**config.mk**
```make
export PLATFORM = sky130hd
export DESIGN_NAME = alu_share_arbiter
export DESIGN_NICKNAME = d
export VERILOG_FILES = /design/src/rtl/alu_share_arbiter_pkg.sv /design/src/rtl/alu_share_arbiter_alu.sv /design/src/rtl/alu_share_arbiter.sv
export SDC_FILE = /design/constraint.sdc
export NUM_CORES = 1
export LEC_CHECK = 0
export BUFFER_PORTS_ARGS = -buffer_cell sky130_fd_sc_hd__buf_2
export CORE_ASPECT_RATIO = 1.4
export CORE_MARGIN = 3
export CORE_UTILIZATION = 40
export CTS_CLUSTER_SIZE = 10
export DETAILED_ROUTE_END_ITERATION = 10
export MAX_ROUTING_LAYER = met4
export PLACE_DENSITY = 0.59
export SLEW_MARGIN = 20
export SYNTH_ARGS = -nofsm -noshare
export SYNTH_HDL_FRONTEND = slang
export SYNTH_HIERARCHICAL = 1
export SYNTH_SLANG_ARGS = --single-unit
```
**constraint.sdc**
```tcl
create_clock -name clk -period 4.2 [get_ports clk]
set_input_delay 0.84 -clock clk [delete_from_list [all_inputs] [get_ports clk]]
set_output_delay 0.84 -clock clk [all_outputs]
set_load 0.005 [all_outputs]
```
**src/rtl/alu_share_arbiter_pkg.sv**
```systemverilog
// Shared definitions for the ALU share arbiter:
//   - ALUctr operation codes understood by the ALU
//   - arbiter FSM state encoding
//   - requester port id type (P0 = 0, P1 = 1)
package alu_share_arbiter_pkg;

  localparam logic [2:0] ALU_ADDU = 3'b000;
  localparam logic [2:0] ALU_ADD  = 3'b001;
  localparam logic [2:0] ALU_OR   = 3'b010;
  localparam logic [2:0] ALU_SUBU = 3'b100;
  localparam logic [2:0] ALU_SUB  = 3'b101;
  localparam logic [2:0] ALU_SLTU = 3'b110;
  localparam logic [2:0] ALU_SLT  = 3'b111;

  typedef enum logic [1:0] {
    IDLE = 2'd0,
    EXEC = 2'd1,
    RESP = 2'd2
  } state_t;

  typedef logic port_id_t;

endpackage

```
**src/rtl/alu_share_arbiter_alu.sv**
```systemverilog
// Single-cycle 32-bit ALU shared by both requester ports.
// Ports:
//   a, b      operands
//   ctr       ALUctr operation code
//   result    combinational result
//   zero      result == 0
//   overflow  signed overflow, only for the trapping ADD/SUB codes
module alu_share_arbiter_alu
  import alu_share_arbiter_pkg::*;
#(
  parameter int W = 32
) (
  input  logic [W-1:0] a,
  input  logic [W-1:0] b,
  input  logic [2:0]   ctr,
  output logic [W-1:0] result,
  output logic         zero,
  output logic         overflow
);

  logic [W-1:0] sum;
  logic [W-1:0] diff;

  assign sum  = a + b;
  assign diff = a - b;

  always_comb begin
    result   = '0;
    overflow = 1'b0;
    case (ctr)
      ALU_ADDU: result = sum;
      ALU_ADD: begin
        result   = sum;
        // Same-sign operands producing a different-sign sum.
        overflow = (a[W-1] == b[W-1]) && (sum[W-1] != a[W-1]);
      end
      ALU_OR:   result = a | b;
      ALU_SUBU: result = diff;
      ALU_SUB: begin
        result   = diff;
        // Opposite-sign operands where the difference takes b's sign.
        overflow = (a[W-1] != b[W-1]) && (diff[W-1] != a[W-1]);
      end
      ALU_SLTU: result = {{(W-1){1'b0}}, (a < b)};
      ALU_SLT:  result = {{(W-1){1'b0}}, ($signed(a) < $signed(b))};
      default:  result = '0;
    endcase
  end

  assign zero = (result == '0);

endmodule

```
**src/rtl/alu_share_arbiter.sv**
```systemverilog
// Round-robin arbiter sharing one ALU between requester ports P0 and P1.
// One op is in flight at a time: accept (valid/ready) -> execute from
// latched operands -> hold registered result until the owner consumes it.
// Ports:
//   clk, rst_n        clock, asynchronous active-low reset
//   req_valid/ready   per-port request handshake
//   req_a/b/ctr       per-port operands and ALUctr code
//   rsp_valid/ready   per-port response handshake
//   rsp_result/zero/ovf  registered ALU outputs, shared by both ports
//   busy              high while an op is in EXEC or RESP
//
// state | meaning
// IDLE  | waiting for a request; grant is combinational from req_valid
// EXEC  | ALU evaluates latched operands; outputs captured at end of cycle
// RESP  | rsp_valid[owner] held with stable result until rsp_ready[owner]
module alu_share_arbiter
  import alu_share_arbiter_pkg::*;
#(
  parameter int W        = 32,
  parameter bit P0_FIRST = 1'b1
) (
  input  logic               clk,
  input  logic               rst_n,
  input  logic [1:0]         req_valid,
  output logic [1:0]         req_ready,
  input  logic [1:0][W-1:0]  req_a,
  input  logic [1:0][W-1:0]  req_b,
  input  logic [1:0][2:0]    req_ctr,
  output logic [1:0]         rsp_valid,
  input  logic [1:0]         rsp_ready,
  output logic [W-1:0]       rsp_result,
  output logic               rsp_zero,
  output logic               rsp_ovf,
  output logic               busy
);

  // rr_last = 1 after reset makes P0 the first winner of a tie.
  localparam port_id_t RR_RESET = P0_FIRST ? 1'b1 : 1'b0;

  state_t       state;
  port_id_t     owner;
  port_id_t     rr_last;
  logic [W-1:0] a_q;
  logic [W-1:0] b_q;
  logic [2:0]   ctr_q;

  logic [1:0]   gnt;
  port_id_t     gnt_id;
  logic         accept;

  logic [W-1:0] alu_result;
  logic         alu_zero;
  logic         alu_ovf;

  always_comb begin
    gnt = 2'b00;
    case (req_valid)
      2'b01:   gnt = 2'b01;
      2'b10:   gnt = 2'b10;
      2'b11:   gnt = rr_last ? 2'b01 : 2'b10;
      default: gnt = 2'b00;
    endcase
  end

  assign gnt_id = gnt[1];
  // Gated with rst_n so ready is also low while reset is held.
  assign req_ready = (state == IDLE && rst_n) ? gnt : 2'b00;
  assign accept    = |req_ready;

  alu_share_arbiter_alu #(.W(W)) u_alu (
    .a        (a_q),
    .b        (b_q),
    .ctr      (ctr_q),
    .result   (alu_result),
    .zero     (alu_zero),
    .overflow (alu_ovf)
  );

  always_ff @(posedge clk or negedge rst_n) begin
    if (!rst_n) begin
      state      <= IDLE;
      owner      <= 1'b0;
      rr_last    <= RR_RESET;
      a_q        <= '0;
      b_q        <= '0;
      ctr_q      <= '0;
      rsp_valid  <= 2'b00;
      rsp_result <= '0;
      rsp_zero   <= 1'b0;
      rsp_ovf    <= 1'b0;
      busy       <= 1'b0;
    end else begin
      case (state)
        IDLE: begin
          if (accept) begin
            a_q     <= req_a[gnt_id];
            b_q     <= req_b[gnt_id];
            ctr_q   <= req_ctr[gnt_id];
            owner   <= gnt_id;
            rr_last <= gnt_id;
            busy    <= 1'b1;
            state   <= EXEC;
          end
        end
        EXEC: begin
          rsp_result <= alu_result;
          rsp_zero   <= alu_zero;
          rsp_ovf    <= alu_ovf;
          rsp_valid  <= owner ? 2'b10 : 2'b01;
          state      <= RESP;
        end
        RESP: begin
          if (rsp_ready[owner]) begin
            rsp_valid <= 2'b00;
            busy      <= 1'b0;
            state     <= IDLE;
          end
        end
        default: begin
          rsp_valid <= 2'b00;
          busy      <= 1'b0;
          state     <= IDLE;
        end
      endcase
    end
  end

endmodule

```
# Word level (Yosys, flattened, before mapping)

Index checks and enable logic that the tools add are counted.

Register bits after elaboration: 108
Latch bits: 0
RAM bits: 0
Memory bits (read-only): 0
Input bits: 140
Output and inout port bits: 39
Word-level logic and storage cells: 71
Memories kept: 0

Add/subtract/negate cells: 2
Multipliers: 0
Divide/modulo/power cells: 0
Magnitude comparators: 4
Eq/ne operators: 17
Shift operators: 0
Multiplexer cells: 21
Bitwise logic cells: 3
Reduce and logical (&&, ||, !) cells: 13

Operators by type and width:

| cell               | number |
|---|---|
| $pmux 32 s5        | 1 |
| $mux 32            | 4 |
| $lt 32x32->1       | 2 |
| $add 32x32->32     | 1 |
| $logic_not 32->1   | 1 |
| $or 32x32->32      | 1 |
| $sub 32x32->32     | 1 |
| $pmux 2 s3         | 3 |
| $eq 3x3->1 const B | 4 |
| $mux 2             | 5 |
| $eq 2x2->1 const B | 3 |
| $mux 3             | 2 |
| $reduce_and 2->1   | 3 |
| $reduce_or 2->1    | 3 |
| $eq 2x1->1 const B | 2 |
| $lt 1x2->1 const B | 2 |
| $mux 1             | 4 |
| $ne 2x2->1 const B | 2 |
| $eq 3x1->1 const B | 1 |
| $eq 3x2->1 const B | 1 |
| $logic_and 1x1->1  | 3 |
| $logic_not 3->1    | 1 |
| $ne 1x1->1         | 3 |
| $pmux 1 s3         | 1 |
| 5 further kinds    | 6 |

# Logic depth before layout (Yosys ltp)

Gate-level depths: netlist of run 1.

Depth in word-level cells: 6
Gate-level depth with buffers: 15
Mapped depth without buffers: 15

# Hierarchy

The synthesis of run 1 kept the hierarchy.

Modules (own cells, without submodules):

| module                | times used | cells each | area each (um2) | sequential area each (um2) |
|---|---|---|---|---|
| alu_share_arbiter_alu | 1          | 774        | 5231.3          | 0.0 |
| alu_share_arbiter     | 1          | 342        | 4724.5          | 2703.8 |

# Worst setup path after synthesis of run 1

No wires, ideal clock.

Path kind: flip-flop to flip-flop
Start: register a_q[13]
End: register rsp_zero
Setup time: 0.065 ns
Arrival time: 3.708 ns
Data required time: 4.135 ns
Slack: 0.428 ns
Cell stages (with the launch flop): 16
Buffers on the path: 1
Period minus slack after synthesis: 3.772 ns
Cell sequence: dfrtp_1 inv_1 ha_1 clkbuf_1 nor2b_1 o211a_1 or4b_2 nor4_1 o21bai_1 xnor2_1 a21o_1 or4b_1 nor4b_2 nand4bb_1 nor4_2 mux2_2

Longest elaborated chain between the ends: 3
Elaborated cells on any way between the ends: 7
Those cells by class: 2 x add/sub; 2 x order compare; 1 x mux; 1 x bitwise; 1 x reduce/logical

Ends and longest elaborated chain:

| element                                                 | RTL line                                                 | source |
|---|---|---|
| start: declaration                                      | alu_share_arbiter.sv:43                                  | `logic [W-1:0] a_q;` |
| start signal: assignment                                | alu_share_arbiter.sv:96                                  | `a_q <= req_a[gnt_id];` |
| $sub 32x32->32 / $add 32x32->32 (equally long branches) | alu_share_arbiter_alu.sv:25, alu_share_arbiter_alu.sv:24 |  |
| $pmux 32 s5 *                                           | alu_share_arbiter_alu.sv:30                              | `case (ctr)` |
| via alu_result[20]                                      | alu_share_arbiter.sv:51                                  | `logic [W-1:0] alu_result;` |
| $logic_not 32->1 *                                      | alu_share_arbiter_alu.sv:50                              | `assign zero = (result == '0);` |
| via alu_zero                                            | alu_share_arbiter.sv:52                                  | `logic alu_zero;` |
| end signal: assignment                                  | alu_share_arbiter.sv:107                                 | `rsp_zero <= alu_zero;` |
| end: declaration                                        | alu_share_arbiter.sv:32                                  | `output logic rsp_zero,` |

The timed path passes the listed nets; every way through them passes the cells marked *.
A chain may end at the register's enable or synchronous reset.

# Final worst setup path of run 1

Start: register b_q[1]
End: register rsp_zero

Longest elaborated chain between the ends: 3
Elaborated cells on any way between the ends: 7
Those cells by class: 2 x add/sub; 2 x order compare; 1 x mux; 1 x bitwise; 1 x reduce/logical

Ends and longest elaborated chain:

| element                                                 | RTL line                                                 | source |
|---|---|---|
| start: declaration                                      | alu_share_arbiter.sv:44                                  | `logic [W-1:0] b_q;` |
| start signal: assignment                                | alu_share_arbiter.sv:97                                  | `b_q <= req_b[gnt_id];` |
| $sub 32x32->32 / $add 32x32->32 (equally long branches) | alu_share_arbiter_alu.sv:25, alu_share_arbiter_alu.sv:24 |  |
| $pmux 32 s5 *                                           | alu_share_arbiter_alu.sv:30                              |  |
| via alu_result[5]                                       | alu_share_arbiter.sv:51                                  |  |
| $logic_not 32->1 *                                      | alu_share_arbiter_alu.sv:50                              |  |
| via alu_zero                                            | alu_share_arbiter.sv:52                                  |  |

Marked as above.

==> out/results.ini, run 1 <==
[clock_network]
ctsHoldBuffers = 0
cts-buffers-inserted = 9
clock_path_buffers = 2
clk_latency_ns = 0.37
tritoncts = done
cts_max_level = 3
clockRootBuffer = clkbuf_16
cts_sinks = 108
clk_pin_slew_ns = 0.08

[critical_path]
crit_fanout = 5
path_buf_inv = 2
cpPeakStageDelay_ns = 0.59
path_class = flip-flop to flip-flop
cp_cell_sequence = inv_2 > ha_1 > o21ba_1 > or4_4 > nand2_1 > a2111oi_0 > or3_1 > or4_4 > nor4_4 > buf_4 > nand4b_1 > nor4b_4 > nand4bb_1 > nor4_2 > mux2_2
crit_top_cell = or4_4
end_kind = flip-flop
path_delay_family = simple AND/OR/NAND/NOR gates
cpMaxStageDelayCell = or4_4
cp.arrival_ns = 4.45
cp-start-kind = flip-flop
crit_required_ns = 4.52

[layout]
final_common_cell = buf_2
multiInputGateArea_um2 = 6620
fill_cells = 2324
drive_above_1_share_pct = 34.2
seq_area_um2 = 2710
diodes = 0
most-common-layout-cells = 177 x buf_2, 173 x buf_4, 106 x dfrtp_1
syn2layout_area_growth_pct = 26.5
nets = 1626
postLayoutCoreUtil_pct = 52.0

[sta]
final.period_utilization_pct = 98.4
fmax_mhz = 242
rsz0062_at_grt = yes
final.min_clock_period_ns = 4.13
drv_slew = 0
hold_viol = 0
max_slew_margin_pct = 22.2
skew_ns = 0.00651
worst_pin_slew_ns = 1.16
setup_viol = 0
fin_hold_ws_ns = 0.368

[floorplan]
row_count = 67
die-height_um = 193
dieArea_um2 = 26800
initial_utilization_pct = 41.1
core_um2 = 24200
pin_count = 179
die_w_um = 139

[detailed_routing]
ant_nets = 0
via_count = 10047
routedWlPerCell_um = 21.5
drt_iter0_markers = 632
first_pass_iters = 5
wl_um = 36600
drc = 0
vias_per_cell = 5.90

[yosys]
ys_warn_count = 6
postSynthCellCount = 1116
netlist-cell-type-count = 89
ys.flop_type = dfrtp_1
syn_avg_cell_area_um2 = 8.92
postSynthNetCount = 1353
syn_area_um2 = 9960
seq_area_frac_synth_pct = 27.2
synth-async-reset-ratio_pct = 100
ys_seq_elements = 108
synth_edf_count = 0

[global_routing]
grt_overflow = 0
antenna_found_initial = 0
grt_pass1_wl_um = 56500
grt_max_degree = 68
grt_pass1_vias = 10215
grt_use_total_pct = 27.6

[power]
p_per_area_nw_per_um2 = 1040
p_leak_uw = 0.00605
ir_drop_mv = 0.412
finalPower_uw = 13100

[status]
outcome = complete, no violations

[hold_path]
min_path_type = input pin to async pin

[place]
place_hpwl_um = 29700
io_buffers = 178
gp_congestion = 1.04

[flow_run]
cap_violations = 0

-- area by class of cell --
| type | instances | share of cell area [%] |
|---|---|---|
| Clock buffer | 10 | 1.90 |
| Clock inverter | 6 | 0.636 |
| Inverter | 101 | 3.01 |
| Multi-Input combinational cell | 819 | 52.6 |
| Sequential cell | 108 | 21.5 |
| Tap cell | 310 | 3.08 |
| Timing Repair Buffer | 350 | 17.3 |
-- registers in the layout, indices dropped and copies added, names as in the netlist --
| name | cells |
|---|---|
| a_q | 32 |
| b_q | 32 |
| rsp_result | 32 |
| ctr_q | 3 |
| rsp_valid | 2 |
| state | 2 |
| busy | 1 |
| owner | 1 |
| rr_last | 1 |
| rsp_ovf | 1 |
| rsp_zero | 1 |
-- layer usage --
metal,up-vias,GRT usage (%),routed length (um)
li1,4774,-,-
met1,4806,29.9,14100
met2,354,49.1,18700
met3,113,3.22,1470
met4,0,15.5,2360
met5,-,-,0
-- synthesized netlist by cell type, types with 18 or more instances --
cell type,instances,area share (%)
dfrtp_1,107,27
inv_1,99,3.7
ha_1,95,12
o32ai_1,71,6.2
nor2_1,61,2.3
a2bb2oi_1,59,5.2
a21oi_1,49,2.5
nand2_1,41,1.5
clkbuf_1,40,1.5
o21ai_0,38,1.9
mux2_2,36,4.1
buf_2,31,1.6
nor3_1,27,1.4
nor2b_1,20,1.3
a31oi_1,18,1.1
xnor2_1,18,1.6
-- where the power goes --
group	leakage (uW)	total (uW)	switching [uW]	internal, uW
Combinational	0.00465	10300	5690	4610
Clock	0.000158	933	441	492
Sequential	0.00125	1870	372	1490
Total	0.00605	13100	6500	6590
-- worst reg2reg max path, delay by kind of cell (launching register included) --
kind / cells / cell delay (ns)
fa+ha+maj: 1 / 0.29
flops: 1 / 0.39
mux: 1 / 0.17
buf+inv: 2 / 0.24
simple gates: 9 / 2.67
compound gates: 2 / 0.30
-- metrics by stage --
| stage | setup WS [ns] | instance area [um^2] | cells | TNS (ns) |
|---|---|---|---|---|
| after floorplan | 0.428 | 9960 | 1116 | 0 |
| after global placement | -0.210 | 12100 | 1683 | -0.210 |
| after detailed placement | -0.245 | 12100 | 1683 | -0.245 |
| after CTS | 0.00163 | 12400 | 1699 | 0 |
| after global routing | -0.0449 | 12600 | 1704 | -0.0449 |
| final | 0.0672 | 12600 | 1704 | 0 |
-- timing repair --
action	4_1_cts	5_1_grt
gates resized for setup	8	37
pin swaps	0	14
buffers inserted	0	5
endpoints found under the setup margin	1	5
-- worst paths after layout --
path	end	slack, ns	from	cells past startpoint
hold reg to reg	busy	0.50	busy	1
max in group asynchronous	a_q[13]	2.71	rst_n	2
hold / removal	rsp_result[17]	0.37	rst_n	1
setup reg to reg	rsp_zero	0.07	b_q[1]	15
min in group clk	busy	0.50	busy	1
setup / recovery	rsp_zero	0.07	b_q[1]	15
-- kinds of logic (layout without fill, tap and decap cells) --
kind of cell | count (synthesis) | after routing | synth area share [%]
AOI/OAI and AO/OA | 403 | 403 | 31.5
and+or+nand+nor | 252 | 252 | 13.9
buffers and inverters | 189 | 467 | 8.19
DFF | 108 | 108 | 27.2
adders and majority gates | 97 | 97 | 12.3
muxes | 44 | 44 | 4.88
xor gates and xnor gates | 23 | 23 | 2.02
No activity file was read; power rests on OpenSTA's default activity.
==> inputs of run 2 (changes only) <==
Settings changed: CELL_PAD_IN_SITES_DETAIL_PLACEMENT set to 2, CELL_PAD_IN_SITES_GLOBAL_PLACEMENT set to 2, CORE_UTILIZATION 40 to 35, PLACE_DENSITY 0.59 to 0.81.
==> out/results.ini, run 2 (synthesis results as in run 1) <==
[floorplan]
dieArea_um2 = 30500  ; +14%
die_w_um = 149  ; +6.6%
die-height_um = 206  ; +6.7%
initial_utilization_pct = 35.8  ; -5.3 points
pin_count = 179  ; unchanged
core_um2 = 27800  ; +15%
row_count = 72  ; +7.5%

[detailed_routing]
first_pass_iters = 4  ; -1
drt_iter0_markers = 474  ; -25%
routedWlPerCell_um = 25.7  ; +19%
vias_per_cell = 6.02  ; +2.1%
drc = 0  ; unchanged
wl_um = 44300  ; +21%
via_count = 10383  ; +3.3%
ant_nets = 0  ; unchanged

[layout]
diodes = 0  ; unchanged
fin_cells = 1724  ; +1.2%
nets = 1586  ; -2.5%
final_common_cell = buf_2
syn2layout_area_growth_pct = 24.5
multiInputGateArea_um2 = 6620  ; about the same
fill_cells = 3073  ; +32%
seq_area_um2 = 2700  ; about the same
drive_above_1_share_pct = 32.1  ; -2.2 points
most-common-layout-cells = 177 x buf_2, 132 x buf_4, 107 x dfrtp_1
top_regs = a_q x32, b_q x32, rsp_result x32

[clock_network]
clockRootBuffer = clkbuf_16
clk_pin_slew_ns = 0.08  ; about the same
clock_path_buffers = 2  ; unchanged
cts_max_level = 3  ; unchanged
cts-buffers-inserted = 9  ; unchanged
tritoncts = done
cts_sinks = 108  ; unchanged
clk_latency_ns = 0.38  ; about the same

[hold_path]
whs_endpoint = rsp_result[8]
min_from = rsp_result[8]
hold_depth = 1
min_path_type = flip-flop to flip-flop

[critical_path]
end_kind = flip-flop
cp-start-kind = flip-flop
cp.arrival_ns = 4.55  ; +0.10 ns
regToRegEndpoint = rsp_zero
crit_fanout = 6  ; +1
r2r_slack_ns = -0.03  ; -0.09 ns
r2r_start = b_q[3]
crit_required_ns = 4.52  ; about the same
path_class = flip-flop to flip-flop
r2r_cells = 15  ; unchanged

[status]
outcome = finished, violations left
violations = setup timing

[global_routing]
grt_max_degree = 73  ; +7.4%
antenna_found_initial = 0  ; unchanged
grt_pass1_wl_um = 67200  ; +19%
grt_overflow = 0  ; unchanged
grt_use_total_pct = 29.3  ; +1.7 points
grt_pass1_vias = 11503  ; +13%

[sta]
rsz0062_at_grt = yes
hold_viol = 0  ; unchanged
skew_ns = 0.00862  ; +0.00211 ns
drv_slew = 0  ; unchanged
setup_viol = 1  ; +1
final.min_clock_period_ns = 4.23  ; +0.0926 ns
setup_tns_ns = -0.0254  ; -0.0254 ns
worst_pin_slew_ns = 0.922  ; -0.240 ns
fmax_mhz = 237  ; -2.2%
setup_ws_ns = -0.0254  ; -0.0926 ns
final.period_utilization_pct = 101  ; +2.2 points
max_slew_margin_pct = 38.5  ; +16 points

[power]
ir_drop_mv = 0.379  ; -8.0%
p_per_area_nw_per_um2 = 1070  ; +2.9%
p_leak_uw = 0.00586  ; -3.2%

[place]
dp_cells = 1701  ; +1.1%
gp_congestion = 0.919  ; -12%
io_buffers = 178  ; unchanged
place_hpwl_um = 34200  ; +15%

[flow_run]
cap_violations = 0  ; unchanged

==> run 2: worst max-delay path by stage <==
stage / startpoint / to / slack (ns) / cells past startpoint
2_1_floorplan: a_q[13] / rsp_zero / 0.43 / 15
3_3_place_gp: a_q[3] / rsp_zero / -0.11 / 15
3_5_place_dp: a_q[3] / rsp_zero / -0.28 / 15
4_1_cts: b_q[6] / rsp_zero / 0.008 / 16
5_1_grt: b_q[3] / rsp_zero / -0.11 / 15
6_report: b_q[3] / rsp_zero / -0.03 / 15
==> run 2: worst max-delay path, stage by stage, from the launching register on <==
cell,delay [ns]
dfrtp_1,0.40
inv_1,0.09
ha_1,0.42
o211ai_1,0.17
o211ai_1,0.42
a31oi_1,0.23
o21ai_1,0.31
a21oi_1,0.17
buf_4,0.18
o311ai_0,0.54
nor3_1,0.10
a41o_1,0.23
or3_1,0.34
o21bai_1,0.18
nor4_2,0.21
mux2_2,0.18
==> run 2: stage by stage <==
| stage | hold slack, ns | total power, uW | util, % | setup WS, ns | cell area (um^2) |
|---|---|---|---|---|---|
| 5_1_grt | 0.530 | 14100 | 44.5 | -0.111 | 12400 |
| 6_report | 0.506 | 13300 | 44.5 | -0.0254 | 12400 |
| 3_5_place_dp | 0.493 | 11600 | 42.5 | -0.285 | 11800 |
| 4_1_cts | 0.513 | 13000 | 44.2 | 0.00792 | 12300 |
| 2_1_floorplan | 0.484 | 7680 | - | 0.428 | 9960 |
| 3_3_place_gp | 0.478 | 11300 | 42.5 | -0.108 | 11800 |
==> run 2: final cells by class <==
class                   instances  share of cell area, %
multi-input cells             819                   53.4
flip-flops and latches        108                   21.8
repair buffers                310                   15.3
well taps                     370                   3.73
inverters                     101                   3.06
clock buffers                  11                   2.04
clock inverters                 5                  0.656
==> run 2: layer usage <==
metal | up-vias | global-route usage (%) | share of wire [%] | routed length [um]
met5 | - | - | 0 | 0
met4 | 0 | 11.6 | 4.1 | 1810
met3 | 105 | 3.08 | 3.1 | 1390
met2 | 281 | 52.8 | 53 | 23400
met1 | 5312 | 33.3 | 40 | 17600
li1 | 4685 | - | - | -
==> run 2: where the power goes <==
group	total, uW	leakage [uW]	internal (uW)	switching (uW)
Clock	1010	0.000162	558	454
Sequential	1910	0.00125	1490	420
Combinational	10300	0.00445	4290	6050
Total	13300	0.00586	6340	6920
==> run 2: what timing repair did <==
action,in CTS,in global routing
pin swaps,9,6
setup buffers,3,4
hold buffers,0,0
resized for setup,22,18
gates cloned,0,0
setup endpoints to repair,1,3
==> inputs of run 3 (changes only) <==
Settings changed: GPL_TIMING_DRIVEN set to 0.
==> out/results.ini, run 3 (synthesis results as in run 1) <==
[clock_network]
cts_max_level = 3  ; unchanged
clockRootBuffer = clkbuf_16
cts-buffers-inserted = 9  ; unchanged
cts_sinks = 108  ; unchanged
ctsHoldBuffers = 0  ; unchanged
clk_latency_ns = 0.39  ; about the same
clk_pin_slew_ns = 0.08  ; about the same
clock_path_buffers = 2  ; unchanged
tritoncts = done

[power]
combPwrFrac_pct = 78.2  ; +0.3 points
p_sw_share_pct = 54.6  ; +2.4 points
switchingPower_uw = 7310  ; +5.6%
p_clk_share_pct = 7.0  ; -0.6 points
ir_drop_mv = 0.314  ; -17%
p_leak_uw = 0.00574  ; -2.1%
finalPower_uw = 13400  ; +0.94%
p_per_area_nw_per_um2 = 1060  ; -0.54%
pwr-share-seq_pct = 14.9  ; +0.5 points
p_int_uw = 6080  ; -4.1%

[global_routing]
grt_use_total_pct = 30.7  ; +1.4 points
grt_max_degree = 65  ; -11%
grt_pass1_wl_um = 69500  ; +3.5%
antenna_found_initial = 0  ; unchanged
grt_pass1_vias = 11421  ; -0.71%
grt_overflow = 0  ; unchanged

[detailed_routing]
drc = 0  ; unchanged
via_count = 10525  ; +1.4%
vias_per_cell = 6.13  ; +1.8%
first_pass_iters = 5  ; +1
ant_nets = 0  ; unchanged
routedWlPerCell_um = 27.1  ; +5.5%
drt_iter0_markers = 518  ; +9.3%
wl_um = 46500  ; +5.1%

[layout]
fill_cells = 3042  ; -1.0%
nets = 1579  ; -0.44%
drive_above_1_share_pct = 33.0  ; +0.98 points
seq_area_um2 = 2710  ; +0.28%
top_regs = a_q x32, b_q x32, rsp_result x32
multiInputGateArea_um2 = 7040  ; +6.2%
most-common-layout-cells = 205 x buf_2, 101 x dfrtp_1, 93 x inv_1
diodes = 0  ; unchanged
syn2layout_area_growth_pct = 26.4
fin_cells = 1717  ; -0.41%
final_common_cell = buf_2

[floorplan]
die-height_um = 206  ; unchanged
pin_count = 179  ; unchanged
row_count = 72  ; unchanged
core_um2 = 27800  ; unchanged
die_w_um = 149  ; unchanged
dieArea_um2 = 30500  ; unchanged
initial_utilization_pct = 35.8  ; unchanged

[critical_path]
r2r_cells = 13  ; -2
crit_fanout = 10  ; +4
r2r_slack_ns = 0.005  ; +0.03 ns
end_kind = flip-flop
startpoint = ctr_q[1]
r2r_start = ctr_q[1]
regToRegEndpoint = rsp_zero
cp-start-kind = flip-flop
crit_required_ns = 4.53  ; about the same
cp.arrival_ns = 4.52  ; -0.03 ns
path_class = flip-flop to flip-flop

[flow_run]
cap_violations = 0  ; unchanged

[sta]
skew_ns = 0.0134  ; +0.00479 ns
final.period_utilization_pct = 99.9  ; -0.72 points
drv_slew = 0  ; unchanged
setup_viol = 0  ; -1
fmax_mhz = 238  ; +0.72%
worst_pin_slew_ns = 0.874  ; -0.0489 ns
hold_viol = 0  ; unchanged
rsz0062_at_grt = yes
final.min_clock_period_ns = 4.20  ; -0.0302 ns
max_slew_margin_pct = 41.8  ; +3.3 points

[place]
gp_congestion = 0.932  ; +1.4%
place_hpwl_um = 34700  ; +1.5%
io_buffers = 178  ; unchanged
dp_cells = 1665  ; -2.1%

[hold_path]
min_path_type = input pin to async pin

[status]
outcome = complete, no violations

[run 3: timing repair]
item	CTS	global route
setup buffers	21	20
pin swaps	24	30
endpoints found under the setup margin	5	4
gates resized for setup	95	65
[run 3: per-layer routing]
metal	wire [um]	track usage [%]	vias to the layer above
met5	0	-	-
met4	2570	15.4	0
met3	1610	3.26	131
met2	23800	53.2	342
met1	18500	35.1	5381
li1	-	-	4671
[run 3: stage by stage]
| step | setup slack [ns] | instance area (um^2) | hold WS (ns) | util, % | TNS, ns |
|---|---|---|---|---|---|
| floorplan | 0.428 | 9960 | 0.484 | - | 0 |
| global placement | -0.968 | 11300 | 0.482 | 40.6 | -9.84 |
| detailed placement | -0.858 | 11300 | 0.489 | 40.7 | -1.57 |
| CTS | -0.0349 | 12200 | 0.398 | 43.7 | -0.0349 |
| global route | -0.115 | 12600 | 0.421 | 45.2 | -0.115 |
| finish | 0.00472 | 12600 | 0.385 | 45.2 | 0 |
[run 3: layout make-up]
type | count | area share, %
flip-flops and latches | 108 | 21.5
plain buffers | 83 | 3.64
inverters | 101 | 3.03
well taps | 370 | 3.68
repair buffers | 220 | 9.79
clock buffers | 12 | 1.96
multi-input cells | 819 | 55.9
clock inverters | 4 | 0.438
[run 3: power groups by stage]
stage	clock, uW	combinational (uW)	sequential, uW
2_1_floorplan	0	5860	1830
3_3_place_gp	0	8320	1950
3_5_place_dp	0	8590	1990
4_1_cts	944	9560	1960
5_1_grt	986	11200	2050
6_report	932	10500	1990
[run 3: critical path, stage by stage (launching register included)]
cell       delay [ns]
dfrtp_1          0.40
clkbuf_1         0.29
or3b_2           0.53
buf_2            0.42
buf_2            0.40
nor2_1           0.09
a31oi_1          0.31
nand3_1          0.20
a211oi_2         0.22
nand4b_1         0.33
nor4b_4          0.36
nand4bb_1        0.20
nor4_2           0.18
mux2_4           0.18
[run 3: how the worst max path moves through the flow]
stage                         to  cells past startpoint
floorplan               rsp_zero                     15
global placement    req_ready[0]                      6
detailed placement      rsp_zero                     14
CTS                     rsp_zero                     15
global route            rsp_zero                     15
finish                  rsp_zero                     13
